`src/rtl/mem_bus_bridge.sv`:
```
// Bridges the core's single-cycle data-memory port onto a valid/ready request
// channel and a response channel, stalling the core until each transaction ends.
module mem_bus_bridge #(
    parameter int unsigned TIMEOUT  = 16,
    parameter logic [31:0] ERR_DATA = 32'h0000_0000
) (
    input  logic        clk,
    input  logic        rst,
    input  logic        i_read_en,
    input  logic        i_write_en,
    input  logic [31:0] i_addr,
    input  logic [31:0] i_wdata,
    output logic [31:0] o_rdata,
    output logic        o_stall,
    output logic        o_req_valid,
    input  logic        i_req_ready,
    output logic        o_req_we,
    output logic [31:0] o_req_addr,
    output logic [31:0] o_req_wdata,
    input  logic        i_rsp_valid,
    input  logic [31:0] i_rsp_data,
    output logic        o_err,
    output logic        o_busy
);

    localparam int unsigned    CW       = (TIMEOUT > 0) ? $clog2(TIMEOUT + 1) : 1;
    localparam logic [CW-1:0]  CNT_LAST = CW'(TIMEOUT - 1);

    typedef enum logic [1:0] {
        IDLE,
        REQ,
        RSP,
        DONE
    } state_t;

    state_t        state;
    state_t        state_nxt;
    logic [CW-1:0] cnt;
    logic          in_flight;
    logic          timeout_hit;
    logic          capture;
    logic          rsp_take;
    logic          to_done;

    assign in_flight   = (state == REQ) || (state == RSP);
    // The counter value entering its last allowed cycle; DONE follows at this edge.
    assign timeout_hit = (TIMEOUT != 0) && in_flight && (cnt == CNT_LAST);

    always_comb begin
        state_nxt = state;
        capture   = 1'b0;
        rsp_take  = 1'b0;
        to_done   = 1'b0;
        case (state)
            IDLE: begin
                if (i_read_en || i_write_en) begin
                    capture   = 1'b1;
                    state_nxt = REQ;
                end
            end
            REQ: begin
                if (timeout_hit) begin
                    to_done   = 1'b1;
                    state_nxt = DONE;
                end else if (i_req_ready) begin
                    state_nxt = RSP;
                end
            end
            RSP: begin
                // A response landing on the timeout cycle still counts as success.
                if (i_rsp_valid) begin
                    rsp_take  = 1'b1;
                    state_nxt = DONE;
                end else if (timeout_hit) begin
                    to_done   = 1'b1;
                    state_nxt = DONE;
                end
            end
            DONE:    state_nxt = IDLE;
            default: state_nxt = IDLE;
        endcase
    end

    always_ff @(posedge clk or negedge rst) begin
        if (!rst) begin
            state       <= IDLE;
            cnt         <= '0;
            o_req_valid <= 1'b0;
            o_req_we    <= 1'b0;
            o_req_addr  <= '0;
            o_req_wdata <= '0;
            o_rdata     <= '0;
            o_err       <= 1'b0;
            o_busy      <= 1'b0;
        end else begin
            state       <= state_nxt;
            o_req_valid <= (state_nxt == REQ);
            o_busy      <= (state_nxt == REQ) || (state_nxt == RSP);
            o_err       <= to_done;

            if (capture) begin
                o_req_addr  <= i_addr;
                o_req_wdata <= i_wdata;
                o_req_we    <= i_write_en;
                cnt         <= '0;
            end else if (in_flight && (cnt != '1)) begin
                cnt <= cnt + CW'(1);
            end

            // Write responses carry no data, so o_rdata keeps its last read value.
            if (rsp_take && !o_req_we) begin
                o_rdata <= i_rsp_data;
            end else if (to_done) begin
                o_rdata <= ERR_DATA;
            end
        end
    end

    assign o_stall = (i_read_en | i_write_en) & (state != DONE);

endmodule

```
`config.mk`:
```
export PLATFORM = sky130hd
export DESIGN_NAME = mem_bus_bridge
export DESIGN_NICKNAME = d
export VERILOG_FILES = /design/src/rtl/mem_bus_bridge.sv
export SDC_FILE = /design/constraint.sdc
export NUM_CORES = 1
export LEC_CHECK = 0
export CAP_MARGIN = 30
export CORE_AREA = 2 2 102 179
export CTS_BUF_LIST = sky130_fd_sc_hd__clkbuf_2
export DETAILED_ROUTE_END_ITERATION = 6
export DIE_AREA = 0 0 104 181
export HOLD_SLACK_MARGIN = 0.15
export PLACE_DENSITY_LB_ADDON = 0.12
export SETUP_SLACK_MARGIN = 0.4
export SYNTH_ARGS = -nofsm -noshare
export SYNTH_HDL_FRONTEND = slang
export SYNTH_SLANG_ARGS = --single-unit
```
`constraint.sdc`:
```
create_clock -name clk -period 2.1 [get_ports clk]
set_input_delay 0.42 -clock clk [delete_from_list [all_inputs] [get_ports clk]]
set_output_delay 0.42 -clock clk [all_outputs]
set_load 0.05 [all_outputs]
```
==> key figures, run 1 <==
Finish
  – Commonest non-fill, non-tap cell in the layout: nand2_1
  – Finished Cell Area: around 7500 um^2
  – Nets: 781
  – Leading cell types in the layout, fill and taps excluded: nand2_1, dfrtp_1, buf_6, clkdlybuf4s50_1, buf_4
  – Ratio of cells with drive above 1 in the final layout: 29.9%
  – Area grow syn2layout: 74.2%

STA
  – Final TNS setup: 0 ns
  – Final worst path period need: 1.91 ns
  – Worst slew pin tran: between 0.3 and 0.4 ns
  – Setup violations, final: 0
  – Max Fclk: 522 MHz
  – Slew headroom: about three quarters
  – Final Skew: approximately 0.043 ns
  – Final period util: between 90% and 100%
  – Hold Fails Final Rpt: 0
  – Final Max Tran Viols: 0
  – Unrepaired setup endpoints after global routing: yes

Floorplanning
  – Starting Density: 24.8%
  – CORE AREA: 17300 um^2
  – Die area: ~19000 um^2
  – Cell Rows: 64
  – IO Count: 203
  – Die H: 181 um
  – Die Wd: 104 um

GRT
  – Pin count of the biggest net entering global routing: around 60
  – Overall routing resource usage: approximately 14%
  – Initial antenna violation count: 1
  – Vias in the first global route: 3963
  – Global-route wire length before repair: around 21 mm
  – GR Overflow Total: 0

Synthesis
  – Gate count after technology mapping: 439
  – Mapped cell area: 4290 um^2
  – #FFs+latches synth: 107
  – Synth warn: 0
  – Mean Syn Cell Area: slightly below 10 um^2
  – Syn Nets: 549
  – Post-synth top area cell: dfrtp_1
  – Area share of the largest cell type after synthesis: 62.5%
  – Distinct cells, synth: 31
  – Sequential share of the synthesized area: 62.5%
  – Ranking of synthesized cells by area: dfrtp_1, nand2_1, o2bb2ai_1, ha_1, buf_2

Clock tree
  – Worst skew pair latency: between 0.5 and 0.6 ns
  – Clock Sinks: 107
  – Clock-pin slew on the worst setup and hold paths: roughly 0.32 ns
  – Clock buffer depth: 2
  – CTS tree: yes
  – H-Tree Depth: 3
  – CTS root buf: clkbuf_2
  – Cts bufs inserted: 9

Power
  – Overall power: between 10 and 15 mW
  – Leak: between 3 and 4 nW
  – Worst IR Drop VDD: 0.889 mV
  – Power density over cell area: 1810 nW/um^2

Setup path
  – Startpoint types: flip-flop
  – Endpoint class of the critical path: flip-flop
  – WP data required: about 2.6 ns
  – Crit path from: state[0]
  – Worst r2r src: state[0]
  – Worst Setup Path Type: flip-flop to flip-flop
  – Max FO, Critical Path: 5
  – Critical path arrival: 2.40 ns

Place
  – Detailed Place HPWL: 9.35 mm
  – IO Port Bufs: slightly above 200
  – Dpl cell area: 6640 um^2
  – Gpl congestion: 0.754

Min path
  – Hold Path Origin: i_addr[31]
  – Hold WC Path Type: primary input to flip-flop

Route
  – DRT antenna net count: 0
  – Starting DRT DRC Count: ~130
  – DR vias/cell: 4.26
  – DR pass1 iterations: 4
  – Total number of vias: 3866
  – Aggregate routed wire length: 14.0 mm
  – Drt drc: 0
  – DR WL/cell: 15.4 um

Job
  – Max Cap Violations: 0

Status
  – Outcome: finished clean
==> area by class of cell <==
| type | instances | area [um^2] |
|---|---|---|
| Sequential cell | 107 | 2680 |
| Clock buffer | 9 | 45.0 |
| Inverter | 4 | 22.5 |
| Fill cell | 1758 | 9830 |
| Antenna cell | 1 | 2.50 |
| Multi-Input combinational cell | 308 | 1800 |
| Clock inverter | 7 | 73.8 |
| Tap cell | 231 | 289 |
| Timing Repair Buffer | 241 | 2560 |
==> metrics by stage <==
stage	utilization [%]	setup slack (ns)	cells	hold slack [ns]
floorplan	-	0.402	439	0.124
global placement	38.4	0.151	858	0.444
detailed placement	38.4	0.0931	858	0.449
CTS	40.7	0.132	886	0.226
global route	43.2	0.0847	908	0.197
finish	43.2	0.185	908	0.301
==> state kept, by name, indices dropped and copies added, names as in the netlist <==
register and cells:
o_req_addr 32, o_rdata 32, state 2, o_req_valid 1
cnt 5, o_err 1, o_busy 1, o_req_wdata 32
o_req_we 1
==> logic make-up (layout without fill, tap and decap cells) <==
logic type	after synthesis	in the layout	share of synthesized area, %
flip-flops	107	107	62.5
other	0	1	0
AO/OA/AOI/OAI	48	52	9.17
buffers and inverters	28	261	3.47
adder cells (fa/ha/maj)	8	8	2.34
AND/OR/NAND/NOR	246	246	22.2
XOR/XNOR	2	2	0.409
==> layer usage <==
layer	share of wire, %	global-route usage [%]	vias up
met4	2.6	5.62	0
li1	-	-	1883
met5	0	0	-
met1	35	15.2	1841
met3	4.6	3.57	21
met2	57	27.3	121
==> where the power goes <==
| group | switching (mW) | internal (mW) |
|---|---|---|
| sequential | 0.726 | 3.05 |
| clock | 0.720 | 0.284 |
| combinational | 5.46 | 3.25 |
==> Yosys cell counts (all sizes together) <==
library cell    n
a31oi           2
o211ai          1
xnor2           1
a21bo           1
or3             2
a31o            1
o31ai           2
xor2            1
nand3           1
o211a           1
clkbuf          4
and3            1
nand2         231
buf            20
o21ai           2
o21a            1
dfrtp         107
ha              8
a221oi          1
nand2b          1
a211oi          1
nor2b           2
o2bb2ai        32
nand3b          2
inv             4
nor2            6
a21oi           3
==> worst paths after layout <==
kind | endpoint | slack (ns) | cells past startpoint
hold / removal | o_req_addr[31] | 0.30 | 3
setup / recovery | o_busy | 0.19 | 9
setup reg to reg | o_busy | 0.19 | 9
hold reg to reg | o_req_addr[6] | 0.54 | 2
min in group asynchronous | o_req_addr[31] | 0.31 | 3
max in group asynchronous | o_req_addr[6] | 1.45 | 3
==> critical path, cell delays in order (launching register included) <==
cell and delay, ns:
dfrtp_1 0.46, buf_4 0.13, buf_6 0.12, inv_6 0.04, ha_4 0.28, o211ai_1 0.13
a31oi_2 0.28, a31oi_1 0.07, ha_1 0.28, inv_1 0.04
==> timing repair <==
| item | in CTS | in global routing |
|---|---|---|
| gates cloned | 3 | 4 |
| setup endpoints to repair | 163 | 156 |
| hold buffers | 1 | 0 |
| buffers inserted | 8 | 17 |
| hold endpoints to repair | 107 | 0 |
| pin swaps | 4 | 12 |
| gates resized for setup | 697 | 51 |
No activity file was read; power rests on OpenSTA's default activity.
==> run 2: changes to the inputs <==
Settings changed: CTS_CLUSTER_DIAMETER from default to 80.
==> results of run 2 <==
Same layout as run 1: the final DEF is identical, and so are final timing and power.
==> run 3: changes to the inputs <==
Settings changed: ABC_CLOCK_PERIOD_IN_PS from default to 2400.
Clock period 2.1 ns to 2.4 ns, I/O delays scaled along.
==> key figures, run 3 (same netlist as run 1, synthesis figures left out) <==
Route
  – DRT antenna net count: 0 (unchanged)
  – DR WL/cell: 15.1 um (was 15.4 um)
  – Drt drc: 0 (unchanged)
  – DR pass1 iterations: 4 (unchanged)
  – Aggregate routed wire length: 13.3 mm (was 14.0 mm)
  – Starting DRT DRC Count: 101 (was 132)
  – Total number of vias: 3738 (was 3866)
  – DR vias/cell: 4.26 (about the same)

Finish
  – Ratio of cells with drive above 1 in the final layout: 21.4% (was 29.9%)
  – Post-route insts no fill: 878 (was 908)
  – Nets: 751 (was 781)
  – Leading cell types in the layout, fill and taps excluded: nand2_1, dfrtp_1, clkdlybuf4s50_1, buf_2, clkdlybuf4s15_2 (was nand2_1, dfrtp_1, buf_6, clkdlybuf4s50_1, buf_4)
  – Register Area: 2680 um^2 (unchanged)
  – Biggest registers after layout: o_rdata (32), o_req_addr (32), o_req_wdata (32) (unchanged)
  – Commonest non-fill, non-tap cell in the layout: nand2_1 (unchanged)
  – Multi-input logic area: 1480 um^2 (was 1800 um^2)
  – Area grow syn2layout: 52.5% (was 74.2%)
  – Fill cells: 1864 (was 1758)
  – Finished Cell Area: 6540 um^2 (was 7470 um^2)

Setup path
  – Worst Setup Path Type: flip-flop to flip-flop (unchanged)
  – Delay of the slowest critical-path stage: 0.47 ns (was 0.46 ns)
  – Cell chain of the critical path: ha_1, and3_1, ha_1, a21bo_2, a21oi_1, o31ai_1, ha_1, inv_1 (was buf_4, buf_6, inv_6, ha_4, o211ai_1, a31oi_2, a31oi_1, ha_1, inv_1)
  – Max FO, Critical Path: 4 (was 5)
  – Endpoint class of the critical path: flip-flop (unchanged)
  – WP data required: 2.88 ns (was 2.59 ns)
  – Slowest cell on the critical path: dfrtp_1 (unchanged)
  – Most frequent CP cell: ha_1
  – Critical path arrival: 2.45 ns (was 2.40 ns)
  – Startpoint types: flip-flop (unchanged)

STA
  – Final Max Tran Viols: 0 (unchanged)
  – Hold Fails Final Rpt: 0 (unchanged)
  – Slew headroom: 61.8% (was 76.7%)
  – Worst slew pin tran: 0.573 ns (was 0.349 ns)
  – Final Skew: 0.0507 ns (was 0.0426 ns)
  – Setup violations, final: 0 (unchanged)
  – Max Fclk: 507 MHz (was 522 MHz)
  – Final TNS setup: 0 ns (unchanged)
  – Final worst path period need: 1.97 ns (was 1.91 ns)
  – Unrepaired setup endpoints after global routing: yes (unchanged)
  – Final period util: 82.2% (was 91.2%)
  – PnR worst setup slack: 0.427 ns (was 0.185 ns)
  – Hold_ws: 0.357 ns (was 0.301 ns)

GRT
  – Global-route wire length before repair: 21.2 mm (was 21.3 mm)
  – Vias in the first global route: 3936 (was 3963)
  – GR Overflow Total: 0 (unchanged)
  – Overall routing resource usage: 14.4% (was 14.5%)
  – Pin count of the biggest net entering global routing: 70 (was 61)
  – Initial antenna violation count: 1 (unchanged)

Floorplanning
  – Cell Rows: 64 (unchanged)
  – Die H: 181 um (unchanged)
  – Die area: 18800 um^2 (unchanged)
  – CORE AREA: 17300 um^2 (unchanged)
  – Die Wd: 104 um (unchanged)
  – IO Count: 203 (unchanged)
  – Starting Density: 24.8% (unchanged)

Clock tree
  – H-Tree Depth: 3 (unchanged)
  – Clock buffer depth: 2 (unchanged)
  – CTS tree: yes (unchanged)
  – Clock Sinks: 107 (unchanged)
  – Worst skew pair latency: 0.58 ns (was 0.59 ns)
  – Clock-pin slew on the worst setup and hold paths: 0.33 ns (was 0.32 ns)
  – CTS root buf: clkbuf_2 (unchanged)
  – Cts bufs inserted: 9 (unchanged)

Place
  – Detailed Place HPWL: 9.69 mm (was 9.35 mm)
  – Placed cell count: 857 (was 858)
  – Place WS: 0.401 ns (was 0.0931 ns)
  – Gpl congestion: 0.760 (was 0.754)
  – IO Port Bufs: 202 (unchanged)
  – Dpl cell area: 6590 um^2 (was 6640 um^2)

Power
  – Power density over cell area: 1560 nW/um^2 (was 1810 nW/um^2)
  – Leak: 3.19 nW (was 3.62 nW)
  – Worst IR Drop VDD: 0.528 mV (was 0.889 mV)

Status
  – Outcome: finished clean (unchanged)

Job
  – Max Cap Violations: 0 (unchanged)

Min path
  – Hold WC Path Type: primary input to flip-flop (unchanged)
## run 3: cell types whose count changed in the layout (fill, tap and decap cells not counted), moves of 6 or more
cell,change
buf_4,-19
buf_6,-103
o2bb2ai_2,-17
o2bb2ai_1,+17
buf_2,+52
ha_1,+6
clkdlybuf4s15_2,+44
## run 3: metrics by stage
| stage | power, mW | utilization, % |
|---|---|---|
| 2_1_floorplan | 7.48 | - |
| 3_3_place_gp | 9.87 | 38.1 |
| 3_5_place_dp | 9.94 | 38.1 |
| 4_1_cts | 10.7 | 39.7 |
| 5_1_grt | 10.9 | 37.8 |
| 6_report | 10.2 | 37.8 |
## run 3: critical path: cells and delay by family, from the launching register on
family	cells	cell delay [ns]
flip-flops	1	0.47
adder cells (fa/ha/maj)	3	0.74
buffers and inverters	1	0.03
AND/OR/NAND/NOR	1	0.20
AO/OA/AOI/OAI	3	0.46
## run 3: cell type report
cell class | count | area share (%)
Multi-Input combinational cell | 304 | 22.7
Timing Repair Buffer | 215 | 29.9
Antenna cell | 1 | 0.0383
Tap cell | 231 | 4.42
Clock inverter | 6 | 1.07
Sequential cell | 107 | 40.9
Inverter | 4 | 0.230
Clock buffer | 10 | 0.765
## run 3: layer usage
layer / vias up / global-route usage, % / part of all wire, %
met5: - / 0 / 0
li1: 1811 / - / -
met1: 1794 / 15.1 / 37
met2: 119 / 27.5 / 57
met4: 0 / 5.14 / 2.2
met3: 14 / 3.50 / 4.1
## run 3: power breakdown
| group | switching (mW) | leakage, nW | internal [mW] | total, mW |
|---|---|---|---|---|
| registers | 0.446 | 1.33 | 2.66 | 3.11 |
| clock network | 0.628 | 0.0773 | 0.259 | 0.887 |
| logic | 4.53 | 1.78 | 1.66 | 6.19 |
| total | 5.60 | 3.19 | 4.58 | 10.2 |
## run 3: final timing paths
check,slack [ns],end,cells after the start,start
max,0.43,o_busy,8,cnt[0]
min,0.36,o_req_wdata[10],3,i_wdata[10]
max reg2reg,0.43,o_busy,8,cnt[0]
min reg2reg,0.51,o_req_wdata[4],2,o_req_wdata[4]
max in group asynchronous,1.27,o_rdata[23],3,rst
min in group asynchronous,0.37,o_req_wdata[1],2,rst
## run 3: timing repair
action                     4_1_cts  5_1_grt
setup endpoints to repair      101       58
pin swaps                        1        0
resized for setup              301      108
hold buffers                     1        0
hold endpoints to repair        40        0
setup buffers                    2        1
